### src/rtl/sprite_pkg.sv
// Shared types and constants for the animated sprite address generator.
package sprite_pkg;

  typedef enum logic [1:0] {
    IDLE = 2'd0,
    PLAY = 2'd1,
    DONE = 2'd2
  } anim_state_t;

  localparam int unsigned ROM_AW     = 17;
  localparam int unsigned COORD_W    = 10;
  localparam int unsigned TRANSP_IDX = 0;

endpackage

### src/rtl/anim_sequencer.sv
// Animation-frame sequencer: counts vsync ticks, steps frames, tracks frame_base.
module anim_sequencer
  import sprite_pkg::*;
#(
  parameter int unsigned FRAME_W    = 96,
  parameter int unsigned FRAME_H    = 128,
  parameter int unsigned NUM_FRAMES = 8,
  parameter int unsigned HOLD_TICKS = 4
) (
  input  logic              vga_clk,
  input  logic              reset,
  input  logic              start,
  input  logic              vsync,
  output logic [ROM_AW-1:0] frame_base,
  output logic              busy,
  output logic              done
);

  localparam int unsigned TICK_W = (HOLD_TICKS > 1) ? $clog2(HOLD_TICKS) : 1;
  localparam int unsigned FRM_W  = (NUM_FRAMES > 1) ? $clog2(NUM_FRAMES) : 1;
  localparam logic [ROM_AW-1:0] FRAME_SZ  = ROM_AW'(FRAME_W * FRAME_H);
  localparam logic [TICK_W-1:0] TICK_LAST = TICK_W'(HOLD_TICKS - 1);
  localparam logic [FRM_W-1:0]  FRM_LAST  = FRM_W'(NUM_FRAMES - 1);

  anim_state_t       state_q, state_d;
  logic [TICK_W-1:0] tick_q, tick_d;
  logic [FRM_W-1:0]  frame_q, frame_d;
  logic [ROM_AW-1:0] base_d;
  logic              done_d;
  logic              vsync_q;
  logic              hist_vld_q;
  logic              vsync_edge_c;

  // Rising edge of vsync; suppressed until the history register holds a real sample.
  assign vsync_edge_c = vsync & ~vsync_q & hist_vld_q;

  // State, counters and registered status outputs.
  always_ff @(posedge vga_clk) begin
    if (reset) begin
      state_q    <= IDLE;
      tick_q     <= '0;
      frame_q    <= '0;
      frame_base <= '0;
      vsync_q    <= 1'b0;
      hist_vld_q <= 1'b0;
      busy       <= 1'b0;
      done       <= 1'b0;
    end else begin
      state_q    <= state_d;
      tick_q     <= tick_d;
      frame_q    <= frame_d;
      frame_base <= base_d;
      vsync_q    <= vsync;
      hist_vld_q <= 1'b1;
      busy       <= (state_d == PLAY);
      done       <= done_d;
    end
  end

  // Next-state logic; start overrides everything, including a coincident tick.
  always_comb begin
    state_d = state_q;
    tick_d  = tick_q;
    frame_d = frame_q;
    base_d  = frame_base;
    done_d  = 1'b0;
    if (start) begin
      state_d = PLAY;
      tick_d  = '0;
      frame_d = '0;
      base_d  = '0;
    end else begin
      case (state_q)
        IDLE: begin
          frame_d = '0;
          base_d  = '0;
        end
        PLAY: begin
          if (vsync_edge_c) begin
            if (tick_q == TICK_LAST) begin
              tick_d = '0;
              if (frame_q == FRM_LAST) begin
                state_d = DONE;
                done_d  = 1'b1;
              end else begin
                frame_d = frame_q + FRM_W'(1);
                base_d  = frame_base + FRAME_SZ;
              end
            end else begin
              tick_d = tick_q + TICK_W'(1);
            end
          end
        end
        DONE: begin
          state_d = DONE;
        end
        default: begin
          state_d = IDLE;
        end
      endcase
    end
  end

endmodule

### src/rtl/sprite_anim_addr.sv
// Sprite ROM address generator: box test plus address / sprite_on pipeline.
module sprite_anim_addr
  import sprite_pkg::*;
#(
  parameter int unsigned FRAME_W    = 96,
  parameter int unsigned FRAME_H    = 128,
  parameter int unsigned NUM_FRAMES = 8,
  parameter int unsigned HOLD_TICKS = 4
) (
  input  logic               vga_clk,
  input  logic               reset,
  input  logic               start,
  input  logic               flip,
  input  logic               vsync,
  input  logic [COORD_W-1:0] draw_x,
  input  logic [COORD_W-1:0] draw_y,
  input  logic [COORD_W-1:0] pos_x,
  input  logic [COORD_W-1:0] pos_y,
  output logic [ROM_AW-1:0]  rom_address,
  output logic               sprite_on,
  output logic               busy,
  output logic               done
);

  localparam int unsigned BOX_W = COORD_W + 1;

  logic [ROM_AW-1:0]  frame_base;
  logic [BOX_W-1:0]   x_c, y_c, px_c, py_c;
  logic               in_box_c;
  logic [COORD_W-1:0] dx_c, dxf_c, dy_c;
  logic               s1_in_box;
  logic [COORD_W-1:0] s1_dx, s1_dy;
  logic               in_box_d;

  anim_sequencer #(
    .FRAME_W    (FRAME_W),
    .FRAME_H    (FRAME_H),
    .NUM_FRAMES (NUM_FRAMES),
    .HOLD_TICKS (HOLD_TICKS)
  ) u_seq (
    .vga_clk    (vga_clk),
    .reset      (reset),
    .start      (start),
    .vsync      (vsync),
    .frame_base (frame_base),
    .busy       (busy),
    .done       (done)
  );

  // Box test widened by one bit so a sprite near the right/bottom edge does not wrap.
  always_comb begin
    x_c      = {1'b0, draw_x};
    y_c      = {1'b0, draw_y};
    px_c     = {1'b0, pos_x};
    py_c     = {1'b0, pos_y};
    in_box_c = (x_c >= px_c) && (x_c < px_c + BOX_W'(FRAME_W)) &&
               (y_c >= py_c) && (y_c < py_c + BOX_W'(FRAME_H));
    dx_c     = draw_x - pos_x;
    dy_c     = draw_y - pos_y;
    dxf_c    = flip ? (COORD_W'(FRAME_W - 1) - dx_c) : dx_c;
  end

  // Stage 1: capture box flag and in-frame offsets.
  always_ff @(posedge vga_clk) begin
    if (reset) begin
      s1_in_box <= 1'b0;
      s1_dx     <= '0;
      s1_dy     <= '0;
    end else begin
      s1_in_box <= in_box_c;
      s1_dx     <= dxf_c;
      s1_dy     <= dy_c;
    end
  end

  // Stage 2: form the ROM address (constant multiply by frame width).
  always_ff @(posedge vga_clk) begin
    if (reset) begin
      rom_address <= '0;
      in_box_d    <= 1'b0;
    end else begin
      rom_address <= s1_in_box
                   ? frame_base + ROM_AW'(s1_dy) * ROM_AW'(FRAME_W) + ROM_AW'(s1_dx)
                   : '0;
      in_box_d    <= s1_in_box;
    end
  end

  // Stage 3: align sprite_on with the renderer's registered RGB.
  always_ff @(posedge vga_clk) begin
    if (reset) sprite_on <= 1'b0;
    else       sprite_on <= in_box_d;
  end

endmodule

### config.mk
export PLATFORM = sky130hd
export DESIGN_NAME = sprite_anim_addr
export DESIGN_NICKNAME = d
export VERILOG_FILES = /design/src/rtl/sprite_pkg.sv /design/src/rtl/anim_sequencer.sv /design/src/rtl/sprite_anim_addr.sv
export SDC_FILE = /design/constraint.sdc
export NUM_CORES = 1
export LEC_CHECK = 0
export ABC_AREA = 1
export BUFFER_PORTS_ARGS = -buffer_cell sky130_fd_sc_hd__buf_2
export CAP_MARGIN = 20
export CORE_ASPECT_RATIO = 1.2
export CORE_MARGIN = 1
export CORE_UTILIZATION = 35
export DETAILED_ROUTE_END_ITERATION = 16
export GPL_TIMING_DRIVEN = 0
export PLACE_DENSITY = 0.52
export SYNTH_ARGS = -nofsm -noshare
export SYNTH_HDL_FRONTEND = slang
export SYNTH_SLANG_ARGS = --single-unit
### constraint.sdc
create_clock -name vga_clk -period 2.97 [get_ports vga_clk]
set_input_delay 0.297 -clock vga_clk [delete_from_list [all_inputs] [get_ports vga_clk]]
set_output_delay 0.297 -clock vga_clk [all_outputs]
set_load 0.005 [all_outputs]
== Word-level counts from Yosys, hierarchy flattened ==
Index checks and enable logic that the tools add are counted.
Word-level totals
  word-level logic and storage cells: 71
  bits in registers: 68
Cells by class
  equal/unequal tests: 8
  reductions and logical operators: 10
  $mul: 1
  add/subtract/negate cells: 10
  multiplexer cells: 17
  bitwise gates (word level): 7
  order comparisons: 4
Operators by type and width (count)
  two-way mux 17 bit: 3
  one-hot mux 17 bit (2 select lines): 1
  < comparator 10 x 11 -> 1 bit: 2
  >= comparator 10 bit: 2
  subtractor 10 bit: 2
  adder 17 x 10 -> 17 bit: 1
  adder 17 x 14 -> 17 bit, second input constant: 1
  adder 17 bit: 1
  multiplier 10 x 2 -> 12 bit, second input constant: 1
  adder 10 x 7 -> 11 bit, second input constant: 1
  adder 10 x 8 -> 11 bit, second input constant: 1
  two-way mux 10 bit: 1
  two-way mux 2 bit: 5
  subtractor 7 x 10 -> 10 bit, first input constant: 1
  two-way mux 3 bit: 3
  one-hot mux 2 bit (3 select lines): 1
  one-hot mux 3 bit (2 select lines): 1
  inverter 1 bit: 5
  OR reduction 5 bit: 1
  == test 2 x 1 -> 1 bit, second input constant: 2
  == test 2 bit, second input constant: 2
  inequality test 2 x 1 -> 1 bit, second input constant: 2
  AND reduction 4 bit: 1
  OR reduction 2 bit: 2
  10 further kinds: 14

== Longest topological paths before layout ==
Gate-level depths: netlist of the first run.
  word-level depth: 7
  mapped depth: 18

== Modules after synthesis ==
From an unflattened synthesis of the first run, not the netlist that was laid out.
Second synthesis, totals
  cell total of the unflattened synthesis: 703
  area, all modules: 4912.2 um^2
Modules (own cells, without submodules)
  sprite_anim_addr: cells each 589, area each 4027.6 um^2, instances 1, sequential area each 800.8 um^2
  anim_sequencer: cells each 114, area each 884.6 um^2, instances 1, sequential area each 320.3 um^2

== Worst setup path before layout of the first run ==
OpenSTA, ideal clock, no wires.
  path type: register -> register
  start: reg s1_dy[1]
  end: reg rom_address[16]
  arrival: 2.585 ns
  required time: 2.857 ns
  cell stages (with the launch flop): 14
  setup slack: 0.272 ns
  clock period less this slack: 2.698 ns
  buffers on the path: 0
  cell sequence: dfxtp_1 > ha_1 > fa_1 > a21oi_1 > nor2_1 > nor2_1 > xor2_1 > ha_1 > ha_1 > a21o_1 > a21oi_1 > o21ai_0 > nor2_1 > nor2_1
On the way
  cells in the longest elaborated chain, start to end: 3
Ends and longest elaborated chain
  from (decl): line sprite_anim_addr.sv:32  | logic [COORD_W-1:0] s1_dx, s1_dy;
  from (signal assigned): line sprite_anim_addr.sv:72  | s1_dy <= dy_c;
  multiplier 10 x 2 -> 12 bit: line sprite_anim_addr.sv:83  | ? frame_base + ROM_AW'(s1_dy) * ROM_AW'(FRAME_W) + ROM_AW'(s1_dx)
  adder 17 bit: line sprite_anim_addr.sv:83
  adder 17 x 10 -> 17 bit: line sprite_anim_addr.sv:83
  to (signal assigned): line sprite_anim_addr.sv:82  | rom_address <= s1_in_box
  to (decl): line sprite_anim_addr.sv:19  | output logic [ROM_AW-1:0] rom_address,
No other way between the ends.
A chain may end at the register's enable or synchronous reset.

== Worst setup path after layout of the first run ==
Same ends and word-level chain as after synthesis.

==> metrics.cfg, run 1 <==
[worst_hold_path]
hold_depth=3
hold_path_class=in -> reg
hold_start=vsync
hold_end=u_seq.vsync_q

[synth]
syn_area_sq_mm=0.00420
yosys.area_share.adder=0.205
yosysSeqAreaShare=0.267
synth_area_leaders=dfxtp_1, ha_1, nand2_1
synthMuxAreaShare=0
synth.distinct_cells=36
synth_simple_gate_area_frac=0.248
synth_top_area_frac=0.267
syn_avg_cell_area_sq_um=6.97
syn-instance-count=603
synth_xor_xnor_area_share=0.0396
synth_area_leader_cell=dfxtp_1
ys_ff_latch=56
synth-compound-area-share=0.146
synth_warnings=0
synth_top_family_by_area=simple AND/OR/NAND/NOR gates

[timing]
period_share=0.932
skew_ns=0.00590
setup_violations=0
drv_slew=0
fmax_mhz=361
holdWs_ns=0.219
worst_slew_pin_slew_ns=0.523
slew_headroom=0.651
hold_viol_final=0
finalCriticalPeriod_ns=2.77

[power_and_ir_drop]
switchingPower_mw=0.780
power-per-cell-area_mw_per_mm2=449
ir_worst_vdd_v=0.000209
power_frac_seq=0.368
p_clk_frac=0.258
p_int_mw=1.43
swShare=0.353
p_comb_frac=0.374
leakage_nw=2.61
total_power_mw=2.21

[placed_design]
placed_area_sq_mm=0.00472
place_congestion=0.858
hpwl_um=7350
portBuffers=63
dp.cells=824

[critical_path]
reg2reg_setup_slack_ns=0.20
crit_required_ns=3.17
reg2regPathDepth=13
worst-path-buf-inv=0
worst_r2r_endpoint=rom_address[16]
cpPeakStageDelay_ns=0.43
arrival_ns=2.96
start_kind=flop
crit_top_cell=nor2_1
crit_chain=ha_1 -> fa_2 -> a21oi_4 -> nor2_1 -> nor2_1 -> xor2_1 -> ha_1 -> ha_4 -> a21o_1 -> a21oi_1 -> o21ai_2 -> nor2_1 -> nor2_1
cp_max_fo=5
endpoint_kind=flop
cp_top_family=adder cells
critPathSlowestCell=fa_2
worstReg2RegStart=s1_dy[1]
critPathKind=reg -> reg

[die]
fp.dieH_um=122
dieArea_sq_mm=0.0124
rows=43
core_sq_mm=0.0116
fp.dieW_um=102
ios=65
initial_core_util=0.361

[final_layout]
finalInstanceArea_sq_mm=0.00493
nFillCells=1255
syn_to_final_growth_pct=17.4
layout.cells.non_filler=831
postLayoutCoreUtil=0.424
nets=786
antenna_cells=0
final_common_cell=nand2_1
drive_gt1_frac=0.154
layout_common_cells=nand2_1, inv_1, nor2_1, buf_2, ha_1

[routing]
drt_drc_violations_left=0
final_antenna_net_count=0
viasPerCell=4.65
drt_iter0_markers=91
totalWireLength_um=8680
vias=3860
wl_per_cell_um=10.4
drtPass1Iterations=5

[clocking]
numCtsBuffers=5
cts_tree=done
clockBufferDepth=2
htree_levels=2
cts_root_buf=clkbuf_16
clkTransAtPathRegs_ns=0.07
insertion_delay_ns=0.30
cts_sinks=56
cts_setup_buffers=0

[global_route]
grt_use_total=0.147
grt_max_degree=18
grt_pass1_vias=3542
antenna_found_initial=0
grt_pass1_wl_um=14700
overflow=0

[outcome]
status=finished, final reports clean

[flow_run]
cap_violations=0

[cell type report]
cell class,instances,area (sq um),area share
well taps,157,196,0.0398
multi-input cells,445,2760,0.560
clock inverters,2,16.3,0.00330
repair buffers,63,315,0.0640
plain buffers,5,23.8,0.00482
flip-flops and latches,56,1120,0.228
clock buffers,5,125,0.0254
inverters,98,368,0.0746
[cells by family (layout without fill, tap and decap cells)]
logic type,after synthesis,count (layout)
other cells,1,2
simple gates,246,246
compound gates,111,111
buf+inv,103,173
flops,56,56
fa+ha+maj,67,67
xor+xnor,19,19
[cells in the mapped netlist]
master	instances
conb_1	1
buf_2	3
nand3_2	2
a31oi_1	3
nand3_1	31
nand2_1	116
a21oi_2	2
nor3_1	5
ha_1	64
nand2_4	1
nand4_1	8
nor2_1	70
a21oi_1	57
o211ai_1	1
xor2_1	15
o21ai_0	30
o21bai_1	3
nor2_2	1
o21ai_2	1
clkbuf_2	1
nand3b_1	1
o2111ai_1	1
o21ai_1	3
inv_1	97
xnor2_1	4
inv_2	1
or2_1	1
fa_1	3
a21boi_0	1
nand2_2	10
clkbuf_1	1
dfxtp_1	56
a211oi_1	1
o21a_1	1
a21o_1	5
o211a_1	2
[flip-flops by register name, indices dropped and copies added (netlist names)]
name / flops
in_box_d: 1
rom_address: 17
s1_dx: 10
s1_dy: 10
s1_in_box: 1
sprite_on: 1
u_seq.busy: 1
u_seq.done: 1
u_seq.frame_base: 5
u_seq.frame_q: 3
u_seq.hist_vld_q: 1
u_seq.state_q: 2
u_seq.tick_q: 2
u_seq.vsync_q: 1
[power by group through the flow]
stage	combinational [mW]	sequential, mW	clock [mW]
floorplan	0.592	0.828	0
global placement	0.773	0.832	0
detailed placement	0.778	0.832	0
CTS	0.786	0.815	0.599
global route	0.954	0.821	0.622
finish	0.827	0.815	0.571
[metal layers]
| layer | GRT usage | routed length (um) | up-vias |
|---|---|---|---|
| met5 | 0 | 0 | - |
| met4 | 0.0536 | 143 | 0 |
| met3 | 0.0201 | 225 | 8 |
| met2 | 0.264 | 4300 | 53 |
| met1 | 0.175 | 4000 | 1703 |
| li1 | - | - | 2096 |
[worst max path at each step]
stage                     slack, ns               to  depth (start not counted)  startpoint
after floorplan                0.27  rom_address[16]                         13    s1_dy[1]
after global placement         0.01  rom_address[16]                         17    s1_dy[2]
after detailed placement     -0.002  rom_address[16]                         17    s1_dy[2]
after CTS                     0.004  rom_address[16]                         17    s1_dy[2]
after global routing          -0.01  rom_address[16]                         13    s1_dy[1]
final                          0.20  rom_address[16]                         13    s1_dy[1]
[what timing repair did]
action,CTS,global route
setup endpoints to repair,1,4
hold buffers,0,0
resized for setup,1,15
gates cloned,0,0
pin swaps,0,2
[worst register-to-register path: cells and delay by family (launching register included)]
kind	cells	cell delay, ns
AOI/OAI and AO/OA	4	0.58
xor gates and xnor gates	1	0.17
and+or+nand+nor	4	0.32
DFF	1	0.35
adders and majority gates	4	1.23
[stage by stage]
stage                     TNS (ns)  setup WS, ns
after floorplan                  0         0.272
after global placement           0        0.0108
after detailed placement  -0.00246      -0.00246
after CTS                        0       0.00419
after global routing       -0.0101       -0.0101
final                            0         0.201
Power figures use the tool's default switching activity.
==> inputs of run 2 (changes only) <==
- GPL_TIMING_DRIVEN: 0 -> 1
- RECOVER_POWER: default -> 25
==> run 2 against run 1 <==
  * Sequential power about the same
  * Sequential cell count is the same
  * Worst hold slack better by 0.0020 ns
  * Routed wire length grew 0.76%
  * Total power rose by 4.7%
  * Register-to-register slack gained 0.02 ns
  * Final cell count shrank 0.12%
  * First-iteration DRC count grew 26%
  * Via count is 0.16% lower
  * Setup slack better by 0.021 ns
  * Combinational power about the same
  * Cell area grew 0.51%
==> metrics.cfg, run 2 (synthesized netlist as in run 1, its figures left out) <==
[final_layout]
layout_common_cells=nand2_1, inv_1, nor2_1, ha_1, buf_2
drive_gt1_frac=0.149
top_regs=rom_address x17, s1_dx x10, s1_dy x10
nets=784
postLayoutCoreUtil=0.426
largest_reg_flops=17
syn_to_final_growth_pct=18.0
top_register=rom_address
antenna_cells=0
final_common_cell=nand2_1

[timing]
rsz0062_at_grt=false
slew_headroom=0.422
skew_ns=0.00567
drv_slew=0
setup_tns_ns=0
fmax_mhz=364
worst_slew_pin_slew_ns=0.867
setup_violations=0
setup_slack_ns=0.222
period_share=0.925
hold_viol_final=0
finalCriticalPeriod_ns=2.75

[critical_path]
worst-path-buf-inv=1
cpPeakStageDelay_ns=0.37
critPathSlowestCell=dfxtp_4
arrival_ns=2.99
cp_max_fo=6
crit_required_ns=3.21
crit_chain=ha_4 -> a21o_1 -> a31oi_1 -> xor2_1 -> inv_1 -> ha_1 -> ha_1 -> a21oi_1 -> o21ai_0 -> a21oi_1 -> o21ai_2 -> nand2_1 -> nand2_1 -> nor2_1
cp_top_family=compound AO/OA/AOI/OAI gates
start_kind=flop
endpoint_kind=flop
critPathKind=reg -> reg

[die]
initial_core_util=0.361
dieArea_sq_mm=0.0124
rows=43
fp.dieH_um=122
fp.dieW_um=102
core_sq_mm=0.0116
ios=65

[clocking]
insertion_delay_ns=0.30
cts_tree=done
clockBufferDepth=2
clkTransAtPathRegs_ns=0.07
hold_buffers=0
cts_root_buf=clkbuf_16
htree_levels=2
cts_sinks=56
numCtsBuffers=5

[power_and_ir_drop]
ir_worst_vdd_v=0.000215
power-per-cell-area_mw_per_mm2=467
leakage_nw=2.60

[placed_design]
place_congestion=0.829
dp_worst_setup_slack_ns=0.0908
portBuffers=64
hpwl_um=7240

[worst_hold_path]
hold_path_class=in -> reg

[routing]
viasPerCell=4.64
totalWireLength_um=8740
vias=3854
drt_iter0_markers=115
drt_drc_violations_left=0
final_antenna_net_count=0
drtPass1Iterations=4
wl_per_cell_um=10.5

[global_route]
grt_pass1_wl_um=14600
antenna_found_initial=0
grt_pass1_vias=3541
grt_max_degree=19
grt_use_total=0.145
overflow=0

[outcome]
status=finished, final reports clean

[flow_run]
cap_violations=0

[run 2: cell types whose count changed in the layout (fill, tap and decap cells not counted), moves of 2 or more]
cell      previous run  this run
o21ai_1              5         2
buf_2               66        58
clkbuf_1             1         6
buf_4                0         2
o21ai_0             27        29
a21oi_2              5         7
[run 2: area by class of cell]
type | instances | area [sq um]
Tap cell | 157 | 196
Inverter | 98 | 368
Multi-Input combinational cell | 445 | 2770
Sequential cell | 56 | 1120
Clock inverter | 3 | 46.3
Clock buffer | 5 | 125
Timing Repair Buffer | 66 | 328
Fill cell | 1280 | 6670
[run 2: metrics by stage]
stage / hold WS, ns / instances / cell area (sq um) / power [mW]
floorplan: 0.388 / 604 / 4200 / 1.42
global placement: 0.397 / 821 / 4700 / 1.61
detailed placement: 0.399 / 821 / 4700 / 1.61
CTS: 0.213 / 829 / 4880 / 2.30
global route: 0.223 / 830 / 4950 / 2.50
finish: 0.221 / 830 / 4950 / 2.32
[run 2: final timing paths]
path,from,end,slack [ns],cells past startpoint
min reg2reg,s1_dx[1],rom_address[1],0.41,2
max reg2reg,s1_dy[2],rom_address[16],0.22,14
min,vsync,u_seq.vsync_q,0.22,3
max,s1_dy[2],rom_address[16],0.22,14
[run 2: power breakdown]
group / switching (mW) / internal (mW)
Clock: 0.273 / 0.401
Sequential: 0.0223 / 0.794
Combinational: 0.498 / 0.328
Total: 0.793 / 1.52
[run 2: timing repair]
item | in CTS | in global routing
setup buffers | 0 | 1
resized for setup | 0 | 17
setup endpoints to repair | 0 | 5
[run 2: routing by layer]
| metal | track usage | share of wire | up-vias | wire (um) |
|---|---|---|---|---|
| met5 | 0 | 0 | - | 0 |
| met4 | 0.0607 | 0.026 | 0 | 228 |
| met3 | 0.0218 | 0.034 | 14 | 297 |
| met2 | 0.259 | 0.48 | 71 | 4230 |
| met1 | 0.169 | 0.46 | 1682 | 3990 |
| li1 | - | - | 2087 | - |
[run 2: worst register-to-register path: stages (launching register included)]
cell	delay [ns]
dfxtp_4	0.37
ha_4	0.27
a21o_1	0.20
a31oi_1	0.22
xor2_1	0.18
inv_1	0.06
ha_1	0.27
ha_1	0.37
a21oi_1	0.14
o21ai_0	0.08
a21oi_1	0.26
o21ai_2	0.10
nand2_1	0.07
nand2_1	0.04
nor2_1	0.08
